===== config.mk =====
export PLATFORM = sky130hd
export DESIGN_NAME = event_collector
export DESIGN_NICKNAME = d
export VERILOG_FILES = /design/src/rtl/event_collector_pkg.sv /design/src/rtl/event_collector_rr_pick.sv /design/src/rtl/event_collector.sv
export SDC_FILE = /design/constraint.sdc
export NUM_CORES = 1
export LEC_CHECK = 0
export CAP_MARGIN = 40
export CORE_MARGIN = 5
export CORE_UTILIZATION = 55
export CTS_CLUSTER_SIZE = 8
export DETAILED_ROUTE_END_ITERATION = 10
export GPL_TIMING_DRIVEN = 1
export PLACE_DENSITY = 0.83
export SLEW_MARGIN = 20
export SYNTH_ARGS = -nofsm -noshare
export SYNTH_HDL_FRONTEND = slang
export SYNTH_SLANG_ARGS = --single-unit
export TNS_END_PERCENT = 100

===== constraint.sdc =====
create_clock -name clk -period 7.7 [get_ports clk]
set_input_delay 1.155 -clock clk [delete_from_list [all_inputs] [get_ports clk]]
set_output_delay 1.155 -clock clk [all_outputs]
set_load 0.02 [all_outputs]

===== src/rtl/event_collector_pkg.sv =====
// Shared types for the event collector: the arm/wait/offer handshake states.
package event_pkg;

  typedef enum logic [1:0] {
    ARM   = 2'd0,
    WAIT  = 2'd1,
    OFFER = 2'd2
  } state_t;

endpackage


===== src/rtl/event_collector_rr_pick.sv =====
// Round-robin picker: first set request at or after ptr, wrapping past the top.
module rr_pick #(
  parameter int N_EVENTS = 3,
  parameter int ID_W     = $clog2(N_EVENTS)
) (
  input  logic [N_EVENTS-1:0] req,
  input  logic [ID_W-1:0]     ptr,
  output logic                any,
  output logic [ID_W-1:0]     idx
);

  function automatic logic [ID_W-1:0] slot(input logic [ID_W-1:0] p, input int off);
    int s;
    s = int'(p) + off;
    if (s >= N_EVENTS) s = s - N_EVENTS;
    return ID_W'(s);
  endfunction

  always_comb begin
    any = 1'b0;
    idx = '0;
    for (int i = 0; i < N_EVENTS; i++) begin
      if (!any && req[slot(ptr, i)]) begin
        any = 1'b1;
        idx = slot(ptr, i);
      end
    end
  end

endmodule


===== src/rtl/event_collector.sv =====
// Latches event pulses into sticky pending bits and hands them to one consumer,
// one per ARM/WAIT/OFFER round, with round-robin source selection.
module event_collector
  import event_pkg::*;
#(
  parameter int N_EVENTS = 3,
  parameter int CNT_W    = 8,
  parameter int ID_W     = $clog2(N_EVENTS)
) (
  input  logic                clk,
  input  logic                rst,
  input  logic [N_EVENTS-1:0] ev_i,
  output logic                cont_o,
  output logic                evt_valid_o,
  input  logic                evt_ready_i,
  output logic [ID_W-1:0]     evt_id_o,
  output logic [N_EVENTS-1:0] pending_o,
  output logic [CNT_W-1:0]    drop_cnt_o
);

  localparam int PC_W  = ID_W + 1;
  localparam int SUM_W = CNT_W + PC_W;
  localparam logic [ID_W-1:0] LAST_ID = ID_W'(N_EVENTS - 1);

  function automatic logic [PC_W-1:0] popcount(input logic [N_EVENTS-1:0] v);
    logic [PC_W-1:0] c;
    c = '0;
    for (int k = 0; k < N_EVENTS; k++) c = c + PC_W'(v[k]);
    return c;
  endfunction

  function automatic logic [CNT_W-1:0] sat_add(input logic [CNT_W-1:0] a,
                                               input logic [PC_W-1:0]  b);
    logic [SUM_W-1:0] s;
    s = SUM_W'(a) + SUM_W'(b);
    if (s > SUM_W'({CNT_W{1'b1}})) return {CNT_W{1'b1}};
    return s[CNT_W-1:0];
  endfunction

  state_t              state;
  logic [N_EVENTS-1:0] pend;
  logic [ID_W-1:0]     rr_ptr;
  logic                hs;
  logic [N_EVENTS-1:0] clr;
  logic [N_EVENTS-1:0] drop_vec;
  logic                pick_any;
  logic [ID_W-1:0]     pick_idx;

  assign hs        = evt_valid_o & evt_ready_i;
  assign clr       = hs ? (N_EVENTS'(1) << evt_id_o) : '0;
  // A new pulse on a bit being cleared this cycle re-arms it and is not a drop.
  assign drop_vec  = ev_i & pend & ~clr;
  assign pending_o = pend;

  rr_pick #(
    .N_EVENTS (N_EVENTS),
    .ID_W     (ID_W)
  ) u_pick (
    .req (pend),
    .ptr (rr_ptr),
    .any (pick_any),
    .idx (pick_idx)
  );

  always_ff @(posedge clk) begin
    if (rst) begin
      state       <= ARM;
      pend        <= '0;
      rr_ptr      <= '0;
      evt_id_o    <= '0;
      drop_cnt_o  <= '0;
      evt_valid_o <= 1'b0;
      cont_o      <= 1'b0;
    end else begin
      pend <= (pend & ~clr) | ev_i;
      if (|drop_vec) drop_cnt_o <= sat_add(drop_cnt_o, popcount(drop_vec));

      case (state)
        // Coming out of reset ARM is entered with cont_o low; raise it for one cycle.
        ARM: begin
          if (cont_o) begin
            cont_o <= 1'b0;
            state  <= WAIT;
          end else begin
            cont_o <= 1'b1;
          end
        end
        WAIT: begin
          if (pick_any) begin
            evt_id_o    <= pick_idx;
            evt_valid_o <= 1'b1;
            state       <= OFFER;
          end
        end
        OFFER: begin
          if (evt_ready_i) begin
            evt_valid_o <= 1'b0;
            rr_ptr      <= (evt_id_o == LAST_ID) ? '0 : evt_id_o + ID_W'(1);
            cont_o      <= 1'b1;
            state       <= ARM;
          end
        end
        default: state <= ARM;
      endcase
    end
  end

endmodule


### Word level (Yosys, flattened, before mapping)

Cells that the tools add are included.

* equality and inequality tests: 6
* magnitude comparators: 7
* add/subtract/negate cells: 9
* muxes and demuxes: 32
* reductions and logical operators: 13
* shift operators: 1
* bitwise operators: 6

Operators with widths (number)
* $mux 2: 10
* $mux 8: 2
* $mux 1: 13
* $add 8x3->9: 1
* $and 3x3->3: 3
* $gt 9x8->1 const B: 1
* $lt 2x3->1 const B: 3
* $bmux 1 s2: 3
* $ge 3x2->1 const B: 2
* $ne 2x2->1 const B: 3
* $pmux 2 s3: 1
* $reduce_and 2->1: 3
* $reduce_and 3->1: 2
* $eq 2x2->1 const B: 2
* $pmux 1 s2: 2
* $reduce_bool 2->1: 2
* $sub 2x1->2 const B: 2
* $add 2x1->3: 1
* $add 2x1->3 const B: 1
* $add 2x2->3 const B: 1
* $mux 3: 1
* $not 3->3: 1
* $or 3x3->3: 1
* $reduce_or 3->1: 1
* other kinds (10): 12

* register bits: 19
* input bits: 6
* output and inout port bits: 15
* logic and storage cells: 81

### Longest topological paths before layout

* depth in word-level cells: 13
* depth in mapped cells: 10
* mapped depth without buffers: 10

### Cells and area by module

A second synthesis with hierarchy kept.

* cell total of the unflattened synthesis: 144
* area, all modules: 1247.4 µm²

Modules (own cells, without submodules)
* event_collector: area an instance 996.0 µm², cells each 112, times used 1, seq. area each 380.4 µm²
* rr_pick: area an instance 251.5 µm², cells each 32, times used 1, seq. area each 0.0 µm²

### Worst setup path after synthesis

No wires, ideal clock.

* path kind: input to register
* from: input evt_ready_i
* to: register drop_cnt_o[3]
* required time: 7.622 ns
* stages: 10
* buffers on the path: 0
* data arrival time: 3.418 ns
* setup time: 0.078 ns
* slack: 4.204 ns
* cell sequence: nand2_1 o311ai_4 fa_1 inv_1 ha_1 inv_1 fa_1 nand4b_1 and4_1 nor3_1

* cells in the longest elaborated chain, start to end: 12
* elaborated cells on any way between the ends: 13
* those cells by class: add/sub (3); order compare (1); mux (5); bitwise (3); reduce/logical (1)

RTL lines
* start: declaration: line event_collector.sv:15 `input logic evt_ready_i,`
* $and 1x1->1 *: line event_collector.sv:49 `assign hs = evt_valid_o & evt_ready_i;`
* $mux 3 *: line event_collector.sv:50 `assign clr = hs ? (N_EVENTS'(1) << evt_id_o) : '0;`
* $not 3->3 *: line event_collector.sv:52 `assign drop_vec = ev_i & pend & ~clr;`
* $and 3x3->3 *: line event_collector.sv:52
* $add 1x1->2: line event_collector.sv:28 `for (int k = 0; k < N_EVENTS; k++) c = c + PC_W'(v[k]);`
* $add 2x1->3: line event_collector.sv:28
* $add 8x3->9: line event_collector.sv:35 `s = SUM_W'(a) + SUM_W'(b);`
* $gt 9x8->1: line event_collector.sv:36 `if (s > SUM_W'({CNT_W{1'b1}})) return {CNT_W{1'b1}};`
* $mux 1: line event_collector.sv:36
* $mux 1: line event_collector.sv:76 `if (|drop_vec) drop_cnt_o <= sat_add(drop_cnt_o, popcount(drop_vec));`
* $mux 1: line event_collector.sv:66 `if (rst) begin`
* $mux 8: line event_collector.sv:37 `return s[CNT_W-1:0];`
* end signal: assignment: line event_collector.sv:76
* end: declaration: line event_collector.sv:18 `output logic [CNT_W-1:0] drop_cnt_o`

Mark *: on every way between the ends. The rest lies on a longest branch, timed or not. The select of a mux whose other input is x is not followed.
A chain may end at the register's enable or synchronous reset.

### Worst setup path after layout

Same ends and word-level chain as after synthesis.

==> results.cfg <==
[status]
status = complete, no violations

[yosys]
synthTopCellsByCount = 19 x dfxtp_1, 17 x inv_1, 12 x a21oi_1, 8 x nand2_1, 8 x nor2_1
synth_edf_count = 0
synth_area_mm2 = 0.00116
syn_nets = 147
avgSynthCellArea_um2 = 8.74
synthDominantCellAreaShare_pct = 32.7
synthArstFlopShare_pct = 0
yosysMostFrequentCell = dfxtp_1
ys_ff_latch = 19
synth_cell_types = 44
ys.flop_type = dfxtp_1
syn_inst = 133
synth.largest_area_cell = dfxtp_1
synthTopCellsByArea = dfxtp_1 33%, ha_1 6.5%, inv_1 5.5%
ys_seq_area_share_pct = 32.7
yosys_warnings = 0

[setup_path]
path_delay_family = adder cells
timing.rr.start = evt_valid_o$_SDFFE_PP0P_
critPathBufInv = 3
reg2reg_slack_ns = 4.66
start_kind = primary input
reg2reg_to = drop_cnt_o[3]$_SDFFE_PP0P_
critPathArrivalTime_ns = 4.26
crit_path_top_delay_cell = clkdlybuf4s50_1
cp.depth = 11
path_max_fanout = 6
crit_type = primary input to flip-flop
crit_required_ns = 7.92
worstPathCellList = clkdlybuf4s50_1 > nand2_1 > o311ai_4 > fa_1 > inv_1 > ha_1 > inv_1 > fa_1 > nand4b_1 > and4_1 > nor3_1
slowest_delay_ns = 0.53
end_kind = flip-flop
ff2ff_path_depth = 10

[clocking]
cts.htree.levels = 1
cts-root-buf = clkbuf_4
ctsLongestPathBuffers = 2
clk_pin_slew_ns = 0.12
cts_tree = built
ctsHoldBuffers = 0
postCtsResizedCells = 0
clk_latency_ns = 0.29
clock-sinks = 19
cts_buffers = 3
post_cts_buffers = 0

[cells_and_area]
antennaDiodeCount = 0
fill_cells = 142
drive_gt1_share_pct = 8.44
post-route-util_pct = 71.3
nNetsFinal = 169
regArea_um2 = 380
multiInputGateArea_um2 = 707
syn_to_final_growth_pct = 21.5

[timing]
fmax_mhz = 248
maxSlewViolCount = 0
hold_violations = 0
setup_viol = 0
fin_worst_skew_ns = 0.00664
period_needed_ns = 4.03
finalCritPeriodShare_pct = 52.4
tightest_slew_ns = 0.674
rsz0062_at_grt = false
slew_headroom_pct = 55.0
timing.setup.tns_ns = 0

[place]
dp_hpwl_mm = 2.01
portBuffers = 20
place.gp.congestion = 0.768

[die]
die_w_um = 56.0
fp.dieH_um = 56.0
initial_core_util_pct = 58.6
core_mm2 = 0.00198
fp.dieArea_mm2 = 0.00313
num_rows = 16
num_io_pins = 21

[min_path]
hold_class = flip-flop to flip-flop
holdPathStages = 2
min_to = state[0]$_SDFFE_PP0P_
hold_start = state[0]$_SDFFE_PP0P_

[global_routing]
grt_overflow_total = 0
grt_pass1_wl_mm = 4.42
grt.total_usage_pct = 17.2
grt_max_degree = 20
grt_pass1_vias = 974
antenna_found_initial = 0

[job]
maxCapViolCount = 0

[pwr]
power_density_mw_per_mm2 = 152
ir_drop_v = 0.0000770
cellLeakagePower_uw = 0.000543

[drt]
avgRoutedWirePerCell_um = 14.5
viasPerCell = 5.81
first_pass_iters = 6
wirelength_mm = 2.62
drtAntennaViolNets = 0
vias = 1052
drtIter0Drc = 43
drc_errors = 0
## final cells by class
class / instances / area share (%)
tap: 27 / 2.39
sequential: 19 / 26.9
timing repair buffer: 20 / 14.2
clock buffer: 3 / 1.59
multi-input combinational: 94 / 50.0
clock inverter: 1 / 0.354
inverter: 17 / 4.52
## power by group
group	leakage (uW)	total (uW)	switching, uW	internal [uW]
clock network	0.0000177	51.1	31.8	19.3
logic	0.000370	51.9	27.9	24.0
registers	0.000155	112	7.74	104
## worst min-delay path, cell delays in order, from the launching register on
cell      delay (ns)
dfxtp_1         0.34
nand4_1         0.06
a211oi_1        0.06
## kinds of logic (layout without fill, tap and decap cells)
group,Yosys count,after routing,share of synthesized area [%]
compound gates,46,46,30.8
fa+ha+maj,8,8,9.90
buf+inv,20,41,6.46
flops,19,19,32.7
mux,2,2,2.15
simple gates,38,38,18.0
## per-layer routing
| metal | share of wire [%] | wire, um | vias up | GRT usage, % |
|---|---|---|---|---|
| met4 | 0.27 | 7 | 0 | 3.05 |
| li1 | - | - | 534 | - |
| met1 | 50 | 1300 | 495 | 23.6 |
| met2 | 45 | 1180 | 21 | 27.0 |
| met3 | 5.1 | 135 | 2 | 4.87 |
| met5 | 0 | 0 | - | 0 |
## registers in the layout (all words and copies together) (netlist names)
name,count
drop_cnt_o,8
rr_ptr,2
evt_id_o,2
evt_valid_o,1
cont_o,1
pending_o,3
state,2
## worst max path at each step
stage               slack, ns                    endpoint        start
floorplan                4.20  drop_cnt_o[3]$_SDFFE_PP0P_  evt_ready_i
global placement         3.54  drop_cnt_o[3]$_SDFFE_PP0P_  evt_ready_i
detailed placement       3.38  drop_cnt_o[3]$_SDFFE_PP0P_  evt_ready_i
CTS                      3.68  drop_cnt_o[3]$_SDFFE_PP0P_  evt_ready_i
global route             3.51  drop_cnt_o[3]$_SDFFE_PP0P_  evt_ready_i
finish                   3.67  drop_cnt_o[3]$_SDFFE_PP0P_  evt_ready_i
## through the flow
step	hold slack, ns	cells	power [uW]	area [um2]	worst slack (ns)
CTS	0.507	181	215	1410	3.68
finish	0.504	181	215	1410	3.67
floorplan	0.472	133	146	1160	4.20
detailed placement	0.492	177	166	1390	3.38
global route	0.549	181	227	1410	3.51
global placement	0.480	177	164	1390	3.54
## layout by cell type, fill, tap and decap left out, drive strengths merged, types with 2 or more instances in the layout
cell / synthesis / layout
a31oi: 6 / 6
clkdlybuf4s50: 0 / 20
dfxtp: 19 / 19
nor2b: 5 / 5
a311oi: 3 / 3
a21oi: 12 / 12
and4: 2 / 2
a22oi: 2 / 2
nor3: 2 / 2
o211ai: 2 / 2
nand4b: 2 / 2
o22ai: 2 / 2
nand2: 8 / 8
inv: 17 / 17
clkbuf: 3 / 3
o21ai: 4 / 4
ha: 6 / 6
fa: 2 / 2
a211oi: 5 / 5
nand3: 4 / 4
nor2: 8 / 8
Note: power is estimated with default switching activity, not from simulation.
